### config.mk
export PLATFORM = sky130hd
export DESIGN_NAME = pri_code_logger
export DESIGN_NICKNAME = d
export VERILOG_FILES = /design/src/rtl/pri_code_logger.sv
export SDC_FILE = /design/constraint.sdc
export NUM_CORES = 1
export LEC_CHECK = 0
export ABC_AREA = 1
export ABC_CLOCK_PERIOD_IN_PS = 3300
export BUFFER_PORTS_ARGS = -buffer_cell sky130_fd_sc_hd__buf_2
export CAP_MARGIN = 25
export CORE_ASPECT_RATIO = 1.75
export CORE_MARGIN = 3
export CORE_UTILIZATION = 41
export DETAILED_ROUTE_END_ITERATION = 8
export PLACE_DENSITY = 0.54
export SYNTH_ARGS = -nofsm -noshare
export SYNTH_HDL_FRONTEND = slang
export SYNTH_SLANG_ARGS = --single-unit
### constraint.sdc
create_clock -name clk -period 3.3 [get_ports clk]
set_input_delay 0.33 -clock clk [delete_from_list [all_inputs] [get_ports clk]]
set_output_delay 0.33 -clock clk [all_outputs]
set_load 0.01 [all_outputs]
### src/rtl/pri_code_logger.sv
// ============================================================================
// Module   : pri_code_logger
// Brief    : Logs changes of a priority-encoder code into a timestamped FIFO,
//            with show-ahead pop and sticky overflow/illegal flags.
// Revision : 1.0 - initial release
// ============================================================================
`default_nettype none

module pri_code_logger #(
  parameter int         DEPTH     = 8,
  parameter logic [7:0] IDLE_CODE = 8'hF0
) (
  input  logic                     clk,
  input  logic                     rst,
  input  logic [7:0]               code_in,
  input  logic                     sample_en,
  input  logic                     pop,
  input  logic                     clr_flags,
  output logic [15:0]              dout,
  output logic                     valid,
  output logic [$clog2(DEPTH):0]   count,
  output logic [7:0]               last_code,
  output logic                     overflow,
  output logic                     illegal
);

  localparam int                AW       = $clog2(DEPTH);
  localparam int                CW       = AW + 1;
  localparam logic [CW-1:0]     FULL_CNT = CW'(DEPTH);
  localparam logic [7:0]        MAX_REQ  = 8'h0E;

  logic [7:0]    stamp_q, stamp_d;
  logic [7:0]    last_code_q, last_code_d;
  logic [AW-1:0] wr_ptr_q, wr_ptr_d;
  logic [AW-1:0] rd_ptr_q, rd_ptr_d;
  logic [CW-1:0] count_q, count_d;
  logic          overflow_q, overflow_d;
  logic          illegal_q, illegal_d;
  logic [15:0]   mem_q [DEPTH];

  logic w_legal;
  logic w_change;
  logic w_empty;
  logic w_full;
  logic w_pop_ok;
  logic w_push_ok;

  always_comb begin
    w_legal   = (code_in <= MAX_REQ) || (code_in == IDLE_CODE);
    w_change  = sample_en && w_legal && (code_in != last_code_q);
    w_empty   = (count_q == '0);
    w_full    = (count_q == FULL_CNT);
    w_pop_ok  = pop && !w_empty;
    // A pop frees the slot that a push into a full FIFO needs.
    w_push_ok = w_change && (!w_full || w_pop_ok);
  end

  always_comb begin
    stamp_d     = stamp_q + 8'd1;
    last_code_d = last_code_q;
    wr_ptr_d    = wr_ptr_q;
    rd_ptr_d    = rd_ptr_q;
    count_d     = count_q;
    overflow_d  = overflow_q;
    illegal_d   = illegal_q;

    // Last code follows every detected change, even a dropped one,
    // so the same change is not re-detected next sample.
    if (w_change) begin
      last_code_d = code_in;
    end
    if (w_push_ok) begin
      wr_ptr_d = wr_ptr_q + AW'(1);
    end
    if (w_pop_ok) begin
      rd_ptr_d = rd_ptr_q + AW'(1);
    end
    case ({w_push_ok, w_pop_ok})
      2'b10:   count_d = count_q + CW'(1);
      2'b01:   count_d = count_q - CW'(1);
      default: count_d = count_q;
    endcase

    if (clr_flags) begin
      overflow_d = 1'b0;
      illegal_d  = 1'b0;
    end
    if (w_change && !w_push_ok) begin
      overflow_d = 1'b1;
    end
    if (sample_en && !w_legal) begin
      illegal_d = 1'b1;
    end
  end

  always_ff @(posedge clk or posedge rst) begin
    if (rst) begin
      stamp_q     <= 8'h00;
      last_code_q <= IDLE_CODE;
      wr_ptr_q    <= '0;
      rd_ptr_q    <= '0;
      count_q     <= '0;
      overflow_q  <= 1'b0;
      illegal_q   <= 1'b0;
    end else begin
      stamp_q     <= stamp_d;
      last_code_q <= last_code_d;
      wr_ptr_q    <= wr_ptr_d;
      rd_ptr_q    <= rd_ptr_d;
      count_q     <= count_d;
      overflow_q  <= overflow_d;
      illegal_q   <= illegal_d;
    end
  end

  // Storage needs no reset: an empty FIFO masks whatever it holds.
  always_ff @(posedge clk) begin
    if (w_push_ok) begin
      mem_q[wr_ptr_q] <= {stamp_q, code_in};
    end
  end

  always_comb begin
    valid     = !w_empty;
    dout      = w_empty ? 16'h0000 : mem_q[rd_ptr_q];
    count     = count_q;
    last_code = last_code_q;
    overflow  = overflow_q;
    illegal   = illegal_q;
  end

endmodule

`default_nettype wire
# == Word level (Yosys, flattened, before mapping) ==
# Memories as Yosys holds them, arrays and structs flattened.
# Cells that the tools add are included.
# totals
register_bits,28
ramBits,128
word_cells,42
n_memories,1
input_bits,13
output_inout_bits,31
# op_classes
eq_ne,5
mux,7
order_cmp,1
n_reduce_logical,16
n_addsub,5
# mem_list
name,depth,word_bits,rd,rd_ports_with_merged_regs,wr,line_no,rtl
mem_q,8,16,1,0,1,39,logic [15:0] mem_q [DEPTH];
# ops
op,count
$mux 16,1
$add 8x1->8 const B,1
$eq 8x8->1 const B,1
$le 8x4->1 const B,1
$ne 8x8->1,1
$pmux 4 s2,1
$add 3x1->3 const B,2
$logic_and 1x1->1,6
$reduce_bool 2->1,3
$mux 1,5
$add 4x1->4 const B,1
$eq 4x4->1 const B,1
$logic_not 1->1,4
$logic_not 4->1,1
$sub 4x1->4 const B,1
$eq 2x1->1 const B,1
$eq 2x2->1 const B,1
$logic_or 1x1->1,2

# == Longest topological paths before layout ==
# Gate-level depths: netlist (run 1).
# logic_depth
ltp_word,8
ltp_mapped,17
mapped_depth_nobuf,17

# == Least setup slack after synthesis (run 1) ==
# Ideal clock, no wire load.
# synth_path
path_type,register to register
from,reg last_code_q[5] (netlist: last_code[5])
to,"mem mem_q[5][0], enable pin"
path_slack_ps,592
path_buffers,0
period_less_slack_ps,2708
setup_time_ps,409
arrival_ps,2299
required_time_ps,2891
path_stages_with_launch,11
cell_sequence,dfstp_2 > inv_1 > nand2_1 > nand2_1 > nand2_1 > nor2_1 > nand2_1 > nand2_2 > clkinv_2 > nand3_1 > nor3_1
# synth_between
elab_chain_cells,5
# synth_rtl
element,line_no,rtl
start: declaration,33,"logic [7:0] last_code_q, last_code_d;"
start signal: assignment,107,last_code_q <= last_code_d;
$ne 8x8->1,50,w_change = sample_en && w_legal && (code_in != last_code_q);
$logic_and 1x1->1,50,
$logic_and 1x1->1,55,w_push_ok = w_change && (!w_full || w_pop_ok);
$mux 1,118,if (w_push_ok) begin
$mux 1 (not written as such),119,"mem_q[wr_ptr_q] <= {stamp_q, code_in};"
end: declaration,39,
# No other way between the ends.

# == Worst setup path in the final report (run 1) ==
# layout_path
from,reg rd_ptr_q[1]
to,out dout[14]
# layout_between
elab_chain_cells,2
# layout_rtl
element,line_no,rtl
start: declaration,35,"logic [AW-1:0] rd_ptr_q, rd_ptr_d;"
start signal: assignment,109,rd_ptr_q <= rd_ptr_d;
$mem_v2 8x16,n/a,
$mux 16,125,dout = w_empty ? 16'h0000 : mem_q[rd_ptr_q];
end: declaration,19,"output logic [15:0] dout,"
# No other way between the ends.

==> results of run 1 <==
==> flip-flops by register name, summed over array words and instances (netlist names) <==
signal	flops
count	4
illegal	1
mem_q	128
wr_ptr_q	3
rd_ptr_q	3
last_code	8
stamp_q	8
overflow	1
==> layout make-up <==
type / instances / area share, %
multi-input combinational: 329 / 21.7
timing repair buffer: 68 / 5.54
sequential: 156 / 60.3
tap: 183 / 3.03
inverter: 32 / 1.61
clock buffer: 18 / 5.69
clock inverter: 14 / 2.12
==> cells in the final DEF, fill, tap and decap left out, drive strengths merged, types with 16 or more instances in the layout <==
cell,netlist,final
a31oi,16,16
o21ai,87,87
clkbuf,23,18
dfrtp,24,24
edfxtp,128,128
buf,2,67
nand2,49,49
inv,31,37
nor2,114,114
o22ai,17,17
==> report_power, final <==
group          internal [mW]  switching, mW  leakage, nW
combinational          0.693           1.21         1.09
clock                   1.13          0.799        0.280
sequential              2.22          0.147         1.54
==> through the flow <==
stage | cells | util [%] | cell area, um^2
after CTS | 800 | 50.1 | 7540
after detailed placement | 767 | 46.1 | 6950
final | 800 | 50.1 | 7540
after global placement | 767 | 46.1 | 6950
after global routing | 800 | 50.1 | 7540
after floorplan | 542 | - | 6390
==> cells by family (layout without fill, tap and decap cells) <==
| kind of cell | count (synthesis) | count (layout) | share of synthesized area, % |
|---|---|---|---|
| AOI/OAI and AO/OA | 127 | 127 | 10.7 |
| and+or+nand+nor | 182 | 182 | 11.5 |
| xor gates and xnor gates | 14 | 14 | 1.92 |
| buffers and inverters | 57 | 132 | 3.40 |
| adders and majority gates | 6 | 6 | 1.29 |
| DFF | 156 | 156 | 71.2 |
==> path summary, 6_finish.rpt <==
check / from / slack, ns / cells after the start / endpoint
max in group asynchronous: rst / 2.45 / 4 / last_code[7]
worst max register to register: last_code[7] / 0.69 / 11 / mem_q[5][6]
worst min register to register: last_code[4] / 0.50 / 2 / last_code[4]
worst max-delay path: rd_ptr_q[1] / 0.64 / 6 / dout[14]
worst min-delay path: clr_flags / 0.12 / 2 / illegal
min in group asynchronous: rst / 0.53 / 4 / rd_ptr_q[0]
==> layer usage <==
layer  vias up  wire length (um)  track usage, %
li1       2036                 -               -
met1      2086              5930            21.9
met4         0               357            6.45
met3        25               466            3.86
met2        86              8170            33.9
met5         -                 0               0
==> worst max-delay path: cells and delay by family (launching register included) <==
family                 cells  cell delay, ns
buffers and inverters      2            0.53
flip-flops                 1            0.74
AO/OA/AOI/OAI              4            0.65
==> timing repair <==
item,4_1_cts,5_1_grt
endpoints found under the hold margin,24,0
gates resized for setup,0,0
hold buffers,1,0
==> results.md, run 1 <==
- The floorplan step set the die width to 100 um.
- Setup repair after global routing left no endpoint under its margin.
- For this run, the post-layout net count is 623.
- The wire length per cell is 18.6 um.
- The run finished with clean final reports.
- In the final layout, flip-flops and latches occupy 4550 um^2.
- The fraction of synthesized cell area taken by the top area cell type is 60.1%.
- For this block, the via count after detailed routing is 4,233.
- The share of the cycle needed by the critical path after routing is 80.6%.
- CTS saw 156 sinks.
- For this block, the initial DRC count from the detailed router was 254.
- The number of H-tree branching levels is 4.
- STA classifies the critical path startpoint as a flop.
- The count of endpoints failing hold in the final timing report came to 0.
- The pin count of the biggest net entering global routing is 64.
- The number of buffers created by CTS is 17.
- In this run the tool buffered the top-level ports with 43 buffer cells.
- The fraction of synthesis flops using an asynchronous set or reset pin is 17.9%.
- The cell type with the highest aggregate area in the netlist is sky130_fd_sc_hd__edfxtp_1.
- Setup violations remaining at the end of the flow were counted as 0.
- The overall global routing resource usage is 18.8%.
- Post-CTS timing repair inserted 0 buffers for setup.
- After routing, the total negative slack on setup checks comes to 0 ns.
- The CTS tree is built.
- The residual overflow from global routing is 0.
- The required time at the endpoint of the critical path is 2.97 ns.
- The slack of the critical path is 0.640 ns.
- The power density of the placed cells is 822 nW/um^2.
- Using the TritonRoute via totals, the vias-per-cell ratio works out to 5.29.
- In this run, synthesis inferred 128 flip-flops with an integrated enable.
- The floorplan has 59 rows.
- The overall die height is 171 um.
- In this design, the critical path's most frequently occurring cell is sky130_fd_sc_hd__o21ai_0.
- Synthesis instantiated 28 different standard cells from the library.
- The cell with the largest stage delay on the worst path is sky130_fd_sc_hd__dfrtp_1.
- The cell area after synthesis is 6390 um^2.
- The number of antenna violations at the first check in global routing is 0.
- The later pin in the worst-skew pair is clocked with a latency of 0.42 ns.
- After clock tree synthesis, the clock-pin slew on the worst setup and hold paths is 0.06 ns.
- Ranked by instance count, the synthesized netlist is headed by 128 x sky130_fd_sc_hd__edfxtp_1, 113 x sky130_fd_sc_hd__nor2_1, 84 x sky130_fd_sc_hd__o21ai_0.
- The type of the setup path with the least slack is reg -> out.
- The routability congestion estimate is 0.812.
- The initial utilization of the core area, before any placement, comes to 42.5%.
- The worst-case clock skew is 0.00848 ns.
- The worst slew margin relative to its limit is 50.1%.
- The signal on the critical path passes through buf_4, o21ai_0, o22ai_1, o21ai_0, a31oi_1, buf_2.
- For the finished layout, the period the worst path requires is 2.66 ns.
- For this design the top-level I/O count stands at 44.
- The die area is 17,200 um^2.
- The number of register bits inferred by synthesis is 156.
- The synthesized netlist net count is 561.
- The final wirelength is 14,900 um.
- The endpoint type of the worst setup path is an output pin.
- The relative area change from synthesis to final layout is 18.0%.
- The repair_antennas step left the layout with diodes totalling 0.
- OpenSTA, run right after detailed placement, puts the worst setup slack at 0.532 ns.
- Dividing the synthesized area by the synthesized cell count gives 11.8 um^2.
- The post-detailed-placement half-perimeter wirelength is 9720 um.
- Across all hold checks on the routed design, the worst slack comes to 0.123 ns.
- The longest clock path from root to sink contains 2 buffers.
- Of all nets on the critical path, the largest fanout is 19.
- In this run the worst hold path is classified as in -> reg.
- During synthesis, Yosys emitted a total of 0 warnings.
- In the post-synthesis netlist, the cell with the most instances is sky130_fd_sc_hd__edfxtp_1.
- The DRC violations left is 0.
- The tool flagged a number of max-cap violations equal to 0.
- The critical path data arrival time is 2.33 ns.
- In this run the static leakage power is 2.91 nW.
- The worst-case IR drop observed on VDD is 0.428 mV.
- The number of global-route vias before repair is 4,384.
- The delay of the slowest cell on the worst path is 0.74 ns.
- Of the cells placed in the final design, the portion with a size suffix greater than 1 is 18.3%.
- The proportion of synthesized chip area in sequential cells is 71.2%.
- The first detailed-routing pass took 4 iterations.
- The count of filler cells inserted in the layout is 1,410.
- The maximum achievable frequency is 376 MHz.
- The combined area of the multi-input logic cells is 1640 um^2.
- The transition time of the tightest slew-check pin is 0.744 ns.
- After technology mapping, the gate count stands at 542.
- The area of the core region is 15,100 um^2.
- The first-pass GRT wire length is 24,000 um.
- Summing internal, switching and leakage power gives 6.20 mW.
- The final max-slew violation count is 0.
- Sorting the synthesized cells by area gives the leading types as sky130_fd_sc_hd__edfxtp_1 60%, sky130_fd_sc_hd__dfrtp_1 9.4%, sky130_fd_sc_hd__nor2_1 6.6%, sky130_fd_sc_hd__o21ai_0 6.6%, sky130_fd_sc_hd__nand2_1 2.8%.
- The most used flip-flop cell after synthesis is sky130_fd_sc_hd__edfxtp_1.
- Clock tree synthesis selected as its root buffer the cell sky130_fd_sc_hd__clkbuf_16.
- The post-route antenna net violation count is 0.
Note: power is estimated with default switching activity, not from simulation.
==> inputs of run 2 (changes only) <==
ABC_CLOCK_PERIOD_IN_PS = 2400   (was 3300)
PLACE_DENSITY = 0.56   (was 0.54)
clock period = 2.4 ns   (was 3.3 ns; I/O delays follow)
==> run 2 against run 1 <==
Effect of this change:
- sequential power up 35%
- power rose by 44%
- critical endpoint is now dout[2]
- clock skew barely moved
- clock power is 42% higher
- global-route usage fell by 0.14 points
- routed wire length grew 3.4%
- register-to-register slack got worse by 0.50 ns
- count of clock-buffer cells in the layout shrank 1
- cell count rose by 1.6%
- worst setup slack worse by 0.52 ns
- cell area rose by 3.4%
==> results.md, run 2 (synthesis results as in run 1) <==
- The overall global routing resource usage is 18.6% (-0.14 points).
- The overall die height is 171 um (unchanged).
- The maximum ir drop on the vdd rail was 0.633 mV (+48%).
- The number of endpoints failing setup at the final stage is 0 (unchanged).
- The overall via count from detail_route came to 4,399 (+3.9%).
- The final wirelength is 15,400 um (+3.4%).
- The cell sitting at the root of the clock tree is a sky130_fd_sc_hd__clkbuf_16.
- The most critical setup path has its startpoint at rd_ptr_q[0].
- The critical path is of the reg -> out type.
- The worst-case clock skew was 0.00826 ns (-0.000223 ns).
- The filler-free cell count of the finished design was 813 (+1.6%).
- The transition time of the tightest slew-check pin is 0.750 ns (+0.00660 ns).
- Setup repair after global routing could not meet its margin everywhere.
- The flip-flop count of the largest register, all copies and words added is 128 (unchanged).
- The routability congestion estimate is 0.873 (+7.6%).
- The post-route antenna net violation count is 0 (unchanged).
- The worst slew margin relative to its limit is 49.9% (-0.23 points).
- The reg-to-reg critical path startpoint is last_code[5].
- The final max-slew violation count is 0 (unchanged).
- The placed cell count was 778 (+1.4%).
- Walking the worst path, the cells encountered are clkinvlp_4, buf_4, o21ai_0, o22ai_1, o21ai_0, a31oi_1, buf_2.
- The post-detailed-placement half-perimeter wirelength is 10,200 um (+4.5%).
- The number of buffers added on ports is 43 (unchanged).
- The final total negative setup slack is 0 ns (unchanged).
- The count of endpoints failing hold in the final timing report is 0 (unchanged).
- The wire length per cell is 19.0 um (+1.8%).
- The delay of the slowest cell on the worst path is 0.45 ns (-0.29 ns).
- The cell family contributing the most delay on the critical path is compound AO/OA/AOI/OAI gates.
- The CTS tree is built.
- The pin count of the biggest net entering global routing came to 66 (+3.1%).
- The DRC violations left came to 0 (unchanged).
- The max-cap violation count is 0 (unchanged).
- The clock-pin transition on the worst setup and hold timing paths was 0.06 ns (about the same).
- The termination of the worst setup path is dout[2].
- The total stage count of the critical path is 7 (+1).
- The number of primary I/O pins is 44 (unchanged).
- From synthesis to final layout, the design area changed by 22.1%.
- In this design, the critical path's most frequently occurring cell is sky130_fd_sc_hd__o21ai_0.
- The number of sinks driven by the clock tree is 156 (unchanged).
- The die area is 17,200 um^2 (unchanged).
- The endpoint identified for the worst register-to-register timing path is count[3].
- The die outline width is 100 um (unchanged).
- The average via count per standard cell is 5.41 (+2.3%).
- The minimum setup slack among reg-to-reg paths is 0.19 ns (-0.50 ns).
- The residual overflow from global routing is 0 (unchanged).
- The leakage power figure is 3.02 nW (+3.7%).
- The detailed router's first-iteration violation count is 304 (+20%).
- The starting density of the core is 42.5% (unchanged).
- The power density of the placed cells is 1150 nW/um^2 (+40%).
- The largest individual stage delay along the critical path comes from the cell sky130_fd_sc_hd__dfrtp_2.
- The number of H-tree branching levels is 4 (unchanged).
- The number of core rows is 59 (unchanged).
- The worst setup path is launched from a flop.
- The final antenna diode count is 0 (unchanged).
- The critical path data arrival time was 2.04 ns (-0.29 ns).
- The share of the cycle needed by the critical path after routing is 95.2%.
- The pre-CTS setup slack is 0.0667 ns (-0.466 ns).
- The worst setup path is captured at an output pin.
- The fraction of layout cells with a size suffix above 1 is 21.3% (+3.0 points).
- In the layout the commonest cells are 128 x sky130_fd_sc_hd__edfxtp_1, 112 x sky130_fd_sc_hd__nor2_1, 84 x sky130_fd_sc_hd__o21ai_0.
- For this run, the top clock speed supported by timing is 438 MHz.
- The number of buffers created by CTS is 17 (unchanged).
- The run finished with clean final reports.
- The worst hold-check path type is in -> reg.
- The final net count came to 636 (+2.1%).
- The number of cells on the worst reg-to-reg path is 17 (+6).
- Ranked by flip-flop count, first place goes to mem_q.
- The required time at the endpoint of the critical path came to 2.16 ns (-0.81 ns).
- The number of global-route vias before repair is 4,448 (+1.5%).
- The library cell used most frequently in the layout, excluding fill and tap cells, is sky130_fd_sc_hd__edfxtp_1.
- The final-layout worst hold slack came to 0.0335 ns (-0.0898 ns).
- The buffer and inverter count on the worst path is 3 (+1).
- The first-pass GRT wire length is 23,800 um (-0.46%).
- The worst-case clock buffer depth is 2 (unchanged).
- The number of antenna violations at the first check in global routing was 0 (unchanged).
- The largest driver fanout on the critical path is 16 (-3).
- The minimum clock period after layout is 2.28 ns.
- The iteration count of the initial detailed-routing pass was 4 (unchanged).
- The slack of the critical path was 0.115 ns (-0.524 ns).
- The area of the core region was 15,100 um^2 (unchanged).
- The clock latency on the worst-skew pair is 0.42 ns (about the same).
==> run 2: cell count changes in the layout (fill, tap and decap cells not counted), moves of 2 or more <==
| cell | before | now |
|---|---|---|
| sky130_fd_sc_hd__nor3_4 | 0 | 2 |
| sky130_fd_sc_hd__inv_2 | 0 | 2 |
| sky130_fd_sc_hd__buf_12 | 1 | 7 |
| sky130_fd_sc_hd__buf_6 | 0 | 2 |
| sky130_fd_sc_hd__inv_6 | 5 | 7 |
| sky130_fd_sc_hd__buf_4 | 23 | 27 |
| sky130_fd_sc_hd__clkinv_2 | 2 | 4 |
| sky130_fd_sc_hd__nor3_2 | 4 | 2 |
| sky130_fd_sc_hd__inv_1 | 31 | 28 |
| sky130_fd_sc_hd__clkinvlp_4 | 3 | 1 |
==> run 2: repair_timing <==
| action | CTS | global route |
|---|---|---|
| hold buffers | 1 | 0 |
| setup buffers | 0 | 1 |
| endpoints found under the hold margin | 15 | 0 |
| resized for setup | 2 | 6 |
| cloned | 0 | 1 |
| endpoints found under the setup margin | 7 | 8 |
==> run 2: cell type report <==
cell class                 count  area (um^2)
inverter                      32          125
tap                          183          229
fill                        1329         7250
multi-input combinational    329         1680
clock buffer                  17          425
clock inverter                15          184
sequential                   156         4550
timing repair buffer          81          616
==> run 2: per-stage QoR <==
stage	power, mW	cell area, um^2	utilization, %
3_5_place_dp	6.15	7120	47.3
6_report	8.95	7800	51.8
3_3_place_gp	6.11	7120	47.3
4_1_cts	8.91	7750	51.4
2_1_floorplan	4.97	6410	-
5_1_grt	9.47	7800	51.8
==> run 2: power breakdown <==
part | internal [mW] | switching, mW
Sequential | 3.06 | 0.134
Combinational | 1.15 | 1.87
Clock | 1.66 | 1.08
Total | 5.86 | 3.09
==> run 2: worst min-delay path by stage <==
| stage | depth (start not counted) | startpoint | end | slack, ns |
|---|---|---|---|---|
| after floorplan | 1 | rst | count[0] | 0.30 |
| after global placement | 2 | rst | count[0] | 0.40 |
| after detailed placement | 2 | rst | count[0] | 0.40 |
| after CTS | 2 | clr_flags | overflow | 0.01 |
| after global routing | 2 | clr_flags | overflow | 0.05 |
| final | 2 | clr_flags | overflow | 0.03 |
==> run 2: routing by layer <==
metal / track usage [%] / part of all wire, %
met1: 20.1 / 38
met4: 7.39 / 3.3
met5: 0 / 0
met2: 34.8 / 54
met3: 4.02 / 3.9
==> run 2: worst reg2reg max path, cell delays in order, from the launching register on <==
cell and delay [ns]:
sky130_fd_sc_hd__dfstp_2 0.56, sky130_fd_sc_hd__inv_1 0.07, sky130_fd_sc_hd__nand2_1 0.06, sky130_fd_sc_hd__nand2_1 0.04, sky130_fd_sc_hd__nand2_1 0.06, sky130_fd_sc_hd__nor2_1 0.05, sky130_fd_sc_hd__nand2_1 0.09, sky130_fd_sc_hd__nand2_2 0.09
sky130_fd_sc_hd__nand2_1 0.11, sky130_fd_sc_hd__inv_2 0.06, sky130_fd_sc_hd__ha_1 0.28, sky130_fd_sc_hd__nand2_1 0.06, sky130_fd_sc_hd__nor2_1 0.05, sky130_fd_sc_hd__a211oi_2 0.17, sky130_fd_sc_hd__nand3b_1 0.16, sky130_fd_sc_hd__nand3_1 0.08
sky130_fd_sc_hd__nand2_1 0.08, sky130_fd_sc_hd__nand2_1 0.04
==> inputs of run 3 (changes only) <==
MAX_ROUTING_LAYER = met4   (was unset)
==> run 3 against run 2 <==
Effect of this change:
- combinational power about the same
- hold slack better by 0.0064 ns
- power hardly changed
- critical path type unchanged
- clock power hardly changed
- routed wire length up 0.16%
- largest cell class unchanged
- count of clock-buffer cells in the layout is the same
- critical endpoint is now dout[3]
==> results.md, run 3 (synthesis results as in run 1) <==
- The flow ran to the end, and the final reports show no timing, DRC or antenna violations.
- The relative area change from synthesis to final layout is 22.1% (about the same).
- The number of H-tree branching levels is 4 (unchanged).
- The count of filler cells inserted in the layout is 1,324 (-0.38%).
- The iteration count of the initial detailed-routing pass is 4 (unchanged).
- The final max-slew violation count is 0 (unchanged).
- met2 is the most crowded layer.
- The clock-pin transition on the worst setup and hold timing paths is 0.06 ns (about the same).
- The global routing met2 resource utilization came to 34.7% (-0.12 points).
- The maximum achievable frequency is 433 MHz (-0.97%).
- The power share of the combinational group is 33.8% (about the same).
- The number of primary I/O pins is 44 (unchanged).
- The wire length per cell was 19.0 um (+0.16%).
- The number of buffers created by CTS was 17 (unchanged).
- The die area is 17,200 um^2 (unchanged).
- The starting density of the core was 42.5% (unchanged).
- For this design, the slowest cell found on the critical path is sky130_fd_sc_hd__dfrtp_2.
- The power density of the placed cells is 1150 nW/um^2 (about the same).
- The detailed router's first-iteration violation count is 329 (+8.2%).
- The cell that appears most often on the critical path is sky130_fd_sc_hd__o21ai_0.
- More flip-flops sit in one register than any other, and that register is mem_q.
- The worst register-to-register path begins at last_code[5].
- The number of buffers added on ports came to 43 (unchanged).
- The slack of the critical path came to 0.0927 ns (-0.0225 ns).
- The share of the cycle needed by the critical path after routing is 96.1% (+0.94 points).
- The total design power is 8.96 mW (about the same).
- The critical path data arrival time is 2.07 ns (+0.03 ns).
- The DRC violations left was 0 (unchanged).
- The fraction of layout cells with a size suffix above 1 is 21.3% (unchanged).
- The met3 demand-to-capacity share in global routing came to 3.98% (-0.041 points).
- The pre-CTS setup slack is 0.0667 ns (unchanged).
- The end of the worst register-to-register path is count[3].
- The minimum clock period after layout is 2.31 ns (+0.0225 ns).
- The number of endpoints failing setup at the final stage is 0 (unchanged).
- The minimum setup slack among reg-to-reg paths came to 0.20 ns (about the same).
- The type of the setup path with the least slack is reg -> out.
- The area of the core region is 15,100 um^2 (unchanged).
- The number of core rows is 59 (unchanged).
- The pin count of the biggest net entering global routing came to 66 (unchanged).
- The clock latency on the worst-skew pair is 0.41 ns (about the same).
- The die outline width came to 100 um (unchanged).
- The fraction of power spent switching nets is 34.5% (-0.046 points).
- The max-cap violation count is 0 (unchanged).
- The final net count is 636 (unchanged).
- Setup repair after global routing could not meet its margin everywhere.
- The net load switching power is 3.09 mW (about the same).
- The overall via count from detail_route is 4,338 (-1.4%).
- The leakage power figure came to 3.02 nW (about the same).
- The routability congestion estimate is 0.887 (+1.6%).
- The worst-case clock buffer depth is 2 (unchanged).
- Traced cell by cell, the critical path runs through clkinvlp_4, buf_4, o21ai_0, o22ai_1, o21ai_0, a31oi_1, buf_2.
- The final antenna diode count is 0 (unchanged).
- The worst slew margin relative to its limit is 50.2% (+0.28 points).
- The count of endpoints failing hold in the final timing report was 0 (unchanged).
- The largest driver fanout on the critical path is 12 (-4).
- The residual overflow from global routing is 0 (unchanged).
- The CTS tree is built.
- The family of cells with the greatest summed delay on the critical path is compound AO/OA/AOI/OAI gates.
- The flip-flop count of the largest register, all copies and words added came to 128 (unchanged).
- The internal power summed over all cells is 5.87 mW (+0.12%).
- The launch instance of the worst min-delay path is clr_flags.
- The overall global routing resource usage is 19.2% (+0.60 points).
- The global-route track usage on met1 came to 20.4% (+0.27 points).
- In the layout the commonest cells are 128 x sky130_fd_sc_hd__edfxtp_1, 112 x sky130_fd_sc_hd__nor2_1, 83 x sky130_fd_sc_hd__o21ai_0.
- The number of cells on the worst reg-to-reg path is 17 (unchanged).
- The delay of the slowest cell on the worst path is 0.46 ns (about the same).
- The worst-case clock skew is 0.00810 ns (-0.000160 ns).
- The endpoint type of the worst setup path is an output pin.
- The transition time of the tightest slew-check pin is 0.746 ns (-0.00423 ns).
- The number of global-route vias before repair is 4,438 (-0.22%).
- The buffer and inverter count on the worst path was 3 (unchanged).
- The kind of start point of the critical path is a flop.
- The first-pass GRT wire length came to 23,900 um (+0.20%).
- The required time at the endpoint of the critical path is 2.16 ns (about the same).
- The worst hold path terminates at overflow.
- The average via count per standard cell is 5.34 (-1.4%).
- The maximum ir drop on the vdd rail is 0.634 mV (+0.13%).
- The post-route antenna net violation count came to 0 (unchanged).
- The number of sinks driven by the clock tree is 156 (unchanged).
- The overall die height is 171 um (unchanged).
- The worst hold-check path type is in -> reg.
- The cell at the root of the clock tree is sky130_fd_sc_hd__clkbuf_16.
- The fraction of power consumed by the clock network was 30.5% (about the same).
- The final wirelength was 15,500 um (+0.16%).
- The post-detailed-placement half-perimeter wirelength was 10,200 um (unchanged).
- The number of instances on the worst hold path was 2 (unchanged).
- The number of antenna violations at the first check in global routing came to 0 (unchanged).
- The final total negative setup slack is 0 ns (unchanged).
- The share of total power in sequential cells was 35.6% (about the same).
- The most common library cell in the layout ignoring fill and taps is sky130_fd_sc_hd__edfxtp_1.
[run 3: cell counts in the layout (fill, tap and decap cells not counted)]
Identical to the previous run, type by type.
[run 3: worst max path at each step]
stage / startpoint / to / slack (ns) / depth (start not counted)
after global routing: rd_ptr_q[0] / dout[0] / -0.004 / 7
after floorplan: last_code[5] / mem_q[3][0] / -0.31 / 10
after global placement: last_code[5] / count[3] / 0.15 / 17
after detailed placement: code_in[3] / count[3] / 0.07 / 17
final: rd_ptr_q[0] / dout[3] / 0.09 / 7
after CTS: rd_ptr_q[0] / dout[8] / 0.0005 / 7
[run 3: per-stage QoR]
step	hold slack [ns]	area [um^2]	utilization (%)	cells
2_1_floorplan	0.302	6410	-	542
3_3_place_gp	0.403	7120	47.3	778
3_5_place_dp	0.403	7120	47.3	778
4_1_cts	0.0147	7750	51.4	811
5_1_grt	0.0460	7810	51.9	813
6_report	0.0399	7810	51.9	813
[run 3: timing repair]
item	4_1_cts	5_1_grt
gates resized for setup	2	8
cloned	0	1
hold buffers	1	0
hold endpoints to repair	15	0
endpoints found under the setup margin	7	8
pin swaps	0	0
buffers inserted	0	1
[run 3: area by class of cell]
cell class / instances / area, um^2 / share of cell area [%]
sequential: 156 / 4550 / 58.3
multi-input combinational: 329 / 1680 / 21.5
timing repair buffer: 81 / 619 / 7.93
clock buffer: 17 / 425 / 5.45
tap: 183 / 229 / 2.93
clock inverter: 15 / 184 / 2.36
inverter: 32 / 125 / 1.60
[run 3: power by group through the flow]
stage	sequential, mW	combinational [mW]	clock, mW
after global placement	3.22	2.89	0
after global routing	3.20	3.38	2.90
after floorplan	3.24	1.72	0
final	3.19	3.03	2.74
after CTS	3.17	2.96	2.78
after detailed placement	3.22	2.93	0
[run 3: routing by layer]
layer / wire (um) / vias up / share of wire [%]
li1: - / 2059 / -
met3: 490 / 31 / 3.2
met1: 5940 / 2163 / 38
met5: 0 / - / 0
met4: 449 / 0 / 2.9
met2: 8570 / 85 / 55
